**src/rtl/semafor_pkg.sv**
```systemverilog
// semafor_pkg: shared types and constants for the Semafor traffic-light controller.
//   state_t       - phase FSM state encoding (RED, RED_YEL, GREEN, YEL, NIGHT)
//   PH_W          - phase counter width
//   DEF_*         - default phase durations (ticks) and prescaler ratio
//   clamp_dur()   - maps a duration parameter into the legal 1..255 range
package semafor_pkg;

    localparam int PH_W = 8;

    localparam int DEF_TICK_DIV    = 50;
    localparam int DEF_T_RED       = 30;
    localparam int DEF_T_RED_YEL   = 3;
    localparam int DEF_T_GREEN     = 25;
    localparam int DEF_T_YEL       = 4;
    localparam int DEF_T_MIN_GREEN = 10;

    typedef enum logic [2:0] {
        ST_RED     = 3'd0,
        ST_RED_YEL = 3'd1,
        ST_GREEN   = 3'd2,
        ST_YEL     = 3'd3,
        ST_NIGHT   = 3'd4
    } state_t;

    // A zero duration would make the phase-end compare wrap to 255, so zero
    // is forced up to one tick; anything wider than the counter saturates.
    function automatic logic [PH_W-1:0] clamp_dur(input int d);
        if (d < 1)
            return PH_W'(1);
        else if (d > 255)
            return PH_W'(255);
        else
            return PH_W'(d);
    endfunction

endpackage

```
**src/rtl/semafor_ctrl_tick_gen.sv**
```systemverilog
// tick_gen: free-running prescaler producing a one-cycle tick every TICK_DIV clocks.
//   clk    in  - clock, rising edge
//   rst_n  in  - asynchronous reset, active low (counter restarts at 0)
//   tick   out - high on the cycle where the divider count equals TICK_DIV-1
// With TICK_DIV=1 the counter stays at 0 and tick is permanently high.
module tick_gen #(
    parameter int TICK_DIV = 50
) (
    input  logic clk,
    input  logic rst_n,
    output logic tick
);

    localparam int DIV = (TICK_DIV < 1) ? 1 : ((TICK_DIV > 65535) ? 65535 : TICK_DIV);
    localparam logic [15:0] LAST = 16'(DIV - 1);

    logic [15:0] div_cnt;

    assign tick = (div_cnt == LAST);

    always_ff @(posedge clk or negedge rst_n) begin
        if (!rst_n)
            div_cnt <= '0;
        else if (tick)
            div_cnt <= '0;
        else
            div_cnt <= div_cnt + 16'd1;
    end

endmodule

```
**src/rtl/semafor_ctrl.sv**
```systemverilog
// semafor_ctrl: traffic-light phase controller with night flashing-yellow mode.
//   clk      in  - clock, rising edge
//   rst_n    in  - asynchronous reset, active low
//   night    in  - level request for night flashing mode
//   ped_req  in  - pedestrian request (pulse or level)
//   blink_q  in  - Q of the external toggle flip-flop
//   blink_t  out - one-cycle toggle pulse to the external flip-flop (NIGHT only)
//   red, yellow, green out - lamp drives, Moore-decoded from the state register
// Optional build macro SEMAFOR_PED_EN: compiles in the pedestrian request
// latch and the early GREEN exit. Without it ped_req is ignored.
module semafor_ctrl
    import semafor_pkg::*;
#(
    parameter int TICK_DIV    = DEF_TICK_DIV,
    parameter int T_RED       = DEF_T_RED,
    parameter int T_RED_YEL   = DEF_T_RED_YEL,
    parameter int T_GREEN     = DEF_T_GREEN,
    parameter int T_YEL       = DEF_T_YEL,
    parameter int T_MIN_GREEN = DEF_T_MIN_GREEN
) (
    input  logic clk,
    input  logic rst_n,
    input  logic night,
    input  logic ped_req,
    input  logic blink_q,
    output logic blink_t,
    output logic red,
    output logic yellow,
    output logic green
);

    localparam logic [PH_W-1:0] LAST_RED     = clamp_dur(T_RED) - 1'b1;
    localparam logic [PH_W-1:0] LAST_RED_YEL = clamp_dur(T_RED_YEL) - 1'b1;
    localparam logic [PH_W-1:0] LAST_GREEN   = clamp_dur(T_GREEN) - 1'b1;
    localparam logic [PH_W-1:0] LAST_YEL     = clamp_dur(T_YEL) - 1'b1;

    logic            tick;
    state_t          state;
    state_t          state_next;
    logic [PH_W-1:0] ph_cnt;
    logic [PH_W-1:0] ph_last;
    logic            ph_end;
    logic            ped_exit;

    tick_gen #(
        .TICK_DIV (TICK_DIV)
    ) u_tick_gen (
        .clk   (clk),
        .rst_n (rst_n),
        .tick  (tick)
    );

    // Last count value of the current phase. NIGHT has no length, so its
    // compare value is the counter maximum and the counter simply wraps.
    always_comb begin
        ph_last = '1;
        case (state)
            ST_RED:     ph_last = LAST_RED;
            ST_RED_YEL: ph_last = LAST_RED_YEL;
            ST_GREEN:   ph_last = LAST_GREEN;
            ST_YEL:     ph_last = LAST_YEL;
            default:    ph_last = '1;
        endcase
    end

    assign ph_end = (ph_cnt == ph_last);

`ifdef SEMAFOR_PED_EN
    localparam logic [PH_W-1:0] LAST_MIN_GREEN = clamp_dur(T_MIN_GREEN) - 1'b1;

    logic ped_pend;

    assign ped_exit = ped_pend && (ph_cnt >= LAST_MIN_GREEN);

    // Clearing wins over a same-cycle request: a request that arrives while
    // the FSM is heading into YEL or NIGHT is already served or discarded.
    always_ff @(posedge clk or negedge rst_n) begin
        if (!rst_n)
            ped_pend <= 1'b0;
        else if ((state_next == ST_YEL && state != ST_YEL) ||
                 state == ST_NIGHT || state_next == ST_NIGHT)
            ped_pend <= 1'b0;
        else if (ped_req)
            ped_pend <= 1'b1;
    end
`else
    logic unused_ped_req;

    assign unused_ped_req = ped_req;
    assign ped_exit       = 1'b0;
`endif

    // Next-state: transitions only on a tick; night beats phase end and
    // pedestrian early exit.
    always_comb begin
        state_next = state;
        if (tick) begin
            case (state)
                ST_RED: begin
                    if (night)       state_next = ST_NIGHT;
                    else if (ph_end) state_next = ST_RED_YEL;
                end
                ST_RED_YEL: begin
                    if (night)       state_next = ST_NIGHT;
                    else if (ph_end) state_next = ST_GREEN;
                end
                ST_GREEN: begin
                    if (night)                  state_next = ST_NIGHT;
                    else if (ph_end || ped_exit) state_next = ST_YEL;
                end
                ST_YEL: begin
                    if (night)       state_next = ST_NIGHT;
                    else if (ph_end) state_next = ST_RED;
                end
                ST_NIGHT: begin
                    if (!night)      state_next = ST_RED;
                end
                default: state_next = ST_RED;
            endcase
        end
    end

    always_ff @(posedge clk or negedge rst_n) begin
        if (!rst_n)
            state <= ST_RED;
        else
            state <= state_next;
    end

    // Every state change restarts the phase count, so an early exit or a
    // night entry still gives the next phase its full length.
    always_ff @(posedge clk or negedge rst_n) begin
        if (!rst_n)
            ph_cnt <= '0;
        else if (state_next != state)
            ph_cnt <= '0;
        else if (tick)
            ph_cnt <= ph_end ? '0 : ph_cnt + 1'b1;
    end

    always_comb begin
        red     = 1'b0;
        yellow  = 1'b0;
        green   = 1'b0;
        blink_t = 1'b0;
        case (state)
            ST_RED:     red = 1'b1;
            ST_RED_YEL: begin
                red    = 1'b1;
                yellow = 1'b1;
            end
            ST_GREEN:   green = 1'b1;
            ST_YEL:     yellow = 1'b1;
            ST_NIGHT: begin
                yellow  = blink_q;
                blink_t = tick;
            end
            default:    red = 1'b1;
        endcase
    end

endmodule

```
**config.mk**
```make
export PLATFORM = sky130hd
export DESIGN_NAME = semafor_ctrl
export DESIGN_NICKNAME = d
export VERILOG_FILES = /design/src/rtl/semafor_pkg.sv /design/src/rtl/semafor_ctrl_tick_gen.sv /design/src/rtl/semafor_ctrl.sv
export SDC_FILE = /design/constraint.sdc
export NUM_CORES = 1
export LEC_CHECK = 0
export BUFFER_PORTS_ARGS = -buffer_cell sky130_fd_sc_hd__buf_2
export CAP_MARGIN = 30
export CORE_UTILIZATION = 60
export CTS_CLUSTER_DIAMETER = 150
export DETAILED_ROUTE_END_ITERATION = 8
export GPL_TIMING_DRIVEN = 0
export PLACE_DENSITY = 0.79
export SYNTH_ARGS = -nofsm -noshare
export SYNTH_HDL_FRONTEND = slang
export SYNTH_SLANG_ARGS = --single-unit
```
**constraint.sdc**
```tcl
create_clock -name clk -period 3.6 [get_ports clk]
set_input_delay 0.36 -clock clk [delete_from_list [all_inputs] [get_ports clk]]
set_output_delay 0.36 -clock clk [all_outputs]
set_load 0.005 [all_outputs]
```
; After elaboration in Yosys (flattened, before gate mapping)
; Cells that the tools add are included.
; W data, S select, Z words.
[totals]
out_inout_bits = 4
reg_bits = 27
word_cells = 36
inputBits = 5
[classes]
n_reduce_logical = 4
n_mux = 20
n_eq_ne = 7
n_addsub = 2
[op_table]
columns = op, n
row1 = $pmux W8 S4, 1
row2 = $mux W3, 10
row3 = $mux W8, 3
row4 = $add A16 B1 Y16 const B, 1
row5 = $eq A16 B6 Y1 const B, 1
row6 = $mux W16, 1
row7 = $pmux W3 S5, 1
row8 = $add A8 B1 Y8 const B, 1
row9 = $eq A8 B8 Y1, 1
row10 = $eq A3 B2 Y1 const B, 2
row11 = $eq A3 B1 Y1 const B, 1
row12 = $eq A3 B3 Y1 const B, 1
row13 = $logic_not A3 Y1, 1
row14 = $mux W1, 3
row15 = $ne A3 B3 Y1, 1
row16 = $reduce_or A3 Y1, 1
row17 = $pmux W1 S2, 1
row18 = $reduce_bool A2 Y1, 1
row19 = $reduce_or A2 Y1, 1

; Logic depth before layout (Yosys ltp)
[depth]
depth_word = 9
depth_mapped = 8
mapped_depth_nobuf = 7

; Hierarchy
; A second synthesis with hierarchy kept.
[hier_totals]
cells_unflattened = 161
area_unflattened_um2 = 1570.3
[modules_own_cells]
columns = mod, seq_area_each_um2, area_each_um2, cells_each, instances
row1 = tick_gen, 400.4, 799.5, 72, 1
row2 = semafor_ctrl, 275.3, 770.7, 89, 1

; Least setup slack after synthesis
; Ideal clock, no wire load.
[synth_path]
path_type = register to register
from = reg u_tick_gen.div_cnt[1]
to = reg state[1]
arrival_ns = 1.722
path_stages_with_launch = 9
period_less_slack_ns = 1.792
path_buffers = 1
path_slack_ns = 1.808
required_time_ns = 3.530
setup_ns = 0.070
path_cell_list = dfrtp_1 -> inv_1 -> ha_1 -> nor3b_1 -> and4_1 -> buf_6 -> nand3b_1 -> or4_1 -> nand3_1
[synth_via]
elab_chain_len = 2
[synth_lines]
columns = element, line_no
row1 = start: declaration, semafor_ctrl_tick_gen.sv:17  ; logic [15:0] div_cnt;
row2 = start signal: assignment, semafor_ctrl_tick_gen.sv:27  ; div_cnt <= div_cnt + 16'd1;
row3 = $eq A16 B6 Y1, semafor_ctrl_tick_gen.sv:19  ; assign tick = (div_cnt == LAST);
row4 = $mux W3, semafor_ctrl.sv:97  ; if (tick) begin
row5 = net state_next[1], semafor_ctrl.sv:39  ; state_t state_next;
row6 = end signal: assignment, semafor_ctrl.sv:127  ; state <= state_next;
row7 = end: declaration, semafor_ctrl.sv:38  ; state_t state;
; The timed path passes the listed nets, and every way through them passes these cells.
; A chain may end at the register's enable or synchronous reset.

; Worst setup path in the final report
[layout_path]
from = reg u_tick_gen.div_cnt[1]
to = out blink_t
[layout_via]
elab_chain_len = 2
[layout_lines]
columns = element, line_no
row1 = $eq A16 B6 Y1, semafor_ctrl_tick_gen.sv:19
row2 = $mux W1, semafor_ctrl.sv:146  ; case (state)
row3 = end: declaration, semafor_ctrl.sv:26  ; output logic blink_t,
; Every way passes these cells.

==> impl_results.md <==
* Status: finished, final reports clean
* Critical Path RT at 3240 ps
* Placed Area at 1640 um2
* RD Place Congestion at roughly 0.8
* Hold Buf Count CTS at 0
* Fill count at ~210
* Rows at 18
* # Max-Cap Violations at 0
* CTS buffer count at 3
* Cell chain of the critical path: inv_1 > ha_1 > nor3b_1 > and4_1 > buf_6 > and2_2 > buf_2
* Distinct cell type count after synthesis at 44
* RSZ-0062 raised after global routing: false
* CTS root buffer: clkbuf_4
* Sw Ratio at 0.210
* Clk_lat worst skew at 320 ps
* Clock Tree Buf Depth at 2
* Initial antenna violation count at 0
* Final Core Density at 0.671
* Synth Net Count at ~170
* Port buffer count at 7
* Final Hold Fails at 0
* CTS tree: yes
* Total grt overflow at 0
* WS Path Type: reg -> out
* Clock sink count at 27
* DR iter-0 viols at 26
* Worst-path clk slew at 150 ps
* Tmin final at roughly 2300 ps
* PnR worst setup slack at 1260 ps
* Nets@finish at 181
* Die height at between 50 and 60 um
* Max H-tree Level at 1
* Seq pwr share at 0.689
* Critical path fanouts, max at 10
* Number of synthesized register bits at 27
* PD cells at between 200 and 300 nW/um2
* Die area at 2810 um2
* Post-CTS Setup Inserts at 0
* Vias in the first global route at around 1,200
* Setup TNS at 0 ps
* Crit path to: blink_t
* Reg-to-reg startpoint: u_tick_gen.div_cnt[1]
* Clock Skews at about 12 ps
* Initial Utilization at 0.631
* Critical Path End Type: primary output
* Pre-CTS WS at between 1500 and 2000 ps
* CORE AREA at 2480 um2
* Min-Delay Path Class: in -> async
* Drt drc at 0
* Period utilization at 0.651
* GRT Overall Usage at 0.241
* Largest net degree at the start of global routing at 28
* Crit path launch: u_tick_gen.div_cnt[1]
* Share of layout cells above drive strength 1 at 0.122
* R2R setup slack at 1520 ps
* Via count at 1,260
* Area growth syn-to-layout at 6.32%
* CP Data Arrival Time at around 2000 ps
* Setup-failing EPs final at 0
* CP max stage delay at 440 ps
* Yosys warns at 0
* Routed vias/inst at 6.24
* Top_reg_cell synth: dfrtp_1
* Slew margin rel. at 0.608
* Hpwl dp at 2090 um
* Min Hold Slack at around 8.5 ps
* Critical Path Start Type: register
* Antenna fix cells at 0
* Post-route cell area at ~1700 um2
* Peak VDD IR at between 0.2 and 0.3 mV
* R2R cell count at 8
* Clock Power Share at 0.294
* First-pass GRT wire length at 4840 um
* # resized after CTS at 0
* DR WL/cell at 14.0 um
* I/O Pins at 9
* Post-synth EDFFs at 0
* Slowest cell on the critical path: dfrtp_1
* Syn Inst Count at 161
* Worst r2r dst: ph_cnt[7]
* Slew Viols, Final at 0
* Pre-Repair DR Iteration Count at 6
* Worst-margin pin slew at roughly 600 ps
* Mapped Avg Cell Area at 9.71 um2
* Die X-Extent at roughly 53 um
* Synthesized cell area at 1560 um2
* P_leak at 0.772 nW
* Detail Route Antenna Nets at 0
* Fmax at between 0.4 and 0.5 GHz
* Routed WL at 2830 um
* Fraction of the yosys area taken by sequential cells at 0.432
* Net Switching at 0.0923 mW
* P_int at 0.348 mW
* Comb pwr share at 0.017
* Post-synth ARST share at 1.00
## stage by stage
step | instances | power, mW
CTS | 202 | 0.444
detailed placement | 198 | 0.317
global route | 202 | 0.458
finish | 202 | 0.440
global placement | 198 | 0.317
floorplan | 161 | 0.309
## layout make-up
| class | instances | area (um2) | area share |
|---|---|---|---|
| buffer | 6 | 42.5 | 0.0256 |
| sequential | 27 | 676 | 0.407 |
| clock buffer | 4 | 26.3 | 0.0158 |
| inverter | 7 | 26.3 | 0.0158 |
| multi-input combinational | 121 | 818 | 0.492 |
| tap | 30 | 37.5 | 0.0226 |
| timing repair buffer | 7 | 35.0 | 0.0211 |
## critical path, delay by kind of cell (launching register included)
kind / cells / cell delay [ps]
adder cells (fa/ha/maj): 1 / 130
buffers and inverters: 3 / 300
flip-flops: 1 / 440
AND/OR/NAND/NOR: 3 / 780
## registers in the layout (all words and copies together), names as in the netlist
signal / flops
state: 3
ph_cnt: 8
u_tick_gen.div_cnt: 16
## how the worst min path moves through the flow
stage               start  slack, ps  cells after the start   endpoint
finish              rst_n          9                      1   state[1]
global route        rst_n         60                      1   state[1]
CTS                 rst_n         40                      1   state[1]
detailed placement  rst_n        410                      1   state[1]
global placement    rst_n        400                      1   state[1]
floorplan           rst_n         60                      0  ph_cnt[0]
## metal layers
metal | track usage | routed length [um] | part of all wire
met2 | 0.399 | 1370 | 0.48
met3 | 0.0402 | 95 | 0.034
met5 | 0 | 0 | 0
met1 | 0.298 | 1290 | 0.46
met4 | 0.127 | 77 | 0.027
## cell usage in the layout (no fill, tap or decap), types with 2 or more instances in the layout
cell / n
buf_2: 7
nor3_1: 3
nor3b_1: 2
o21ai_0: 3
nand2_1: 19
ha_1: 3
clkbuf_1: 2
o221ai_1: 3
inv_1: 7
dfrtp_1: 27
nor4_4: 2
xor2_1: 9
nand3_1: 8
and4_1: 3
clkbuf_4: 3
buf_4: 3
nor2_1: 16
xnor2_1: 11
and3_1: 5
nand4_1: 8
a21oi_1: 3
## cells by family after synthesis
kind of cell | count (synthesis) | share of synthesized area
AND/OR/NAND/NOR | 76 | 0.281
flip-flops | 27 | 0.432
AO/OA/AOI/OAI | 21 | 0.100
XOR/XNOR | 20 | 0.112
buffers and inverters | 13 | 0.0440
adder cells (fa/ha/maj) | 3 | 0.0240
multiplexers | 1 | 0.00641
## power groups by stage
stage,Clock [mW],Sequential (mW),Combinational (mW)
after floorplan,0,0.309,0.0000517
after global placement,0,0.309,0.00786
after detailed placement,0,0.309,0.00812
after CTS,0.132,0.303,0.00809
after global routing,0.145,0.303,0.00919
final,0.129,0.303,0.00745
## cells in the mapped netlist, drive strengths merged, types with 2 or more instances
cell type / n / share of area
a21oi: 3 / 0.0096
and2: 2 / 0.0088
and3: 5 / 0.020
and4: 4 / 0.023
buf: 4 / 0.022
clkbuf: 2 / 0.0056
dfrtp: 27 / 0.43
ha: 3 / 0.024
inv: 7 / 0.017
nand2: 19 / 0.046
nand3: 8 / 0.026
nand4: 8 / 0.032
nand4b: 2 / 0.015
nor2: 16 / 0.038
nor3: 3 / 0.0096
nor3b: 2 / 0.0096
nor4: 2 / 0.027
o21ai: 3 / 0.0096
o221ai: 3 / 0.017
o311ai: 2 / 0.011
xnor2: 11 / 0.062
xor2: 9 / 0.050
Note: power is estimated with default switching activity, not from simulation.
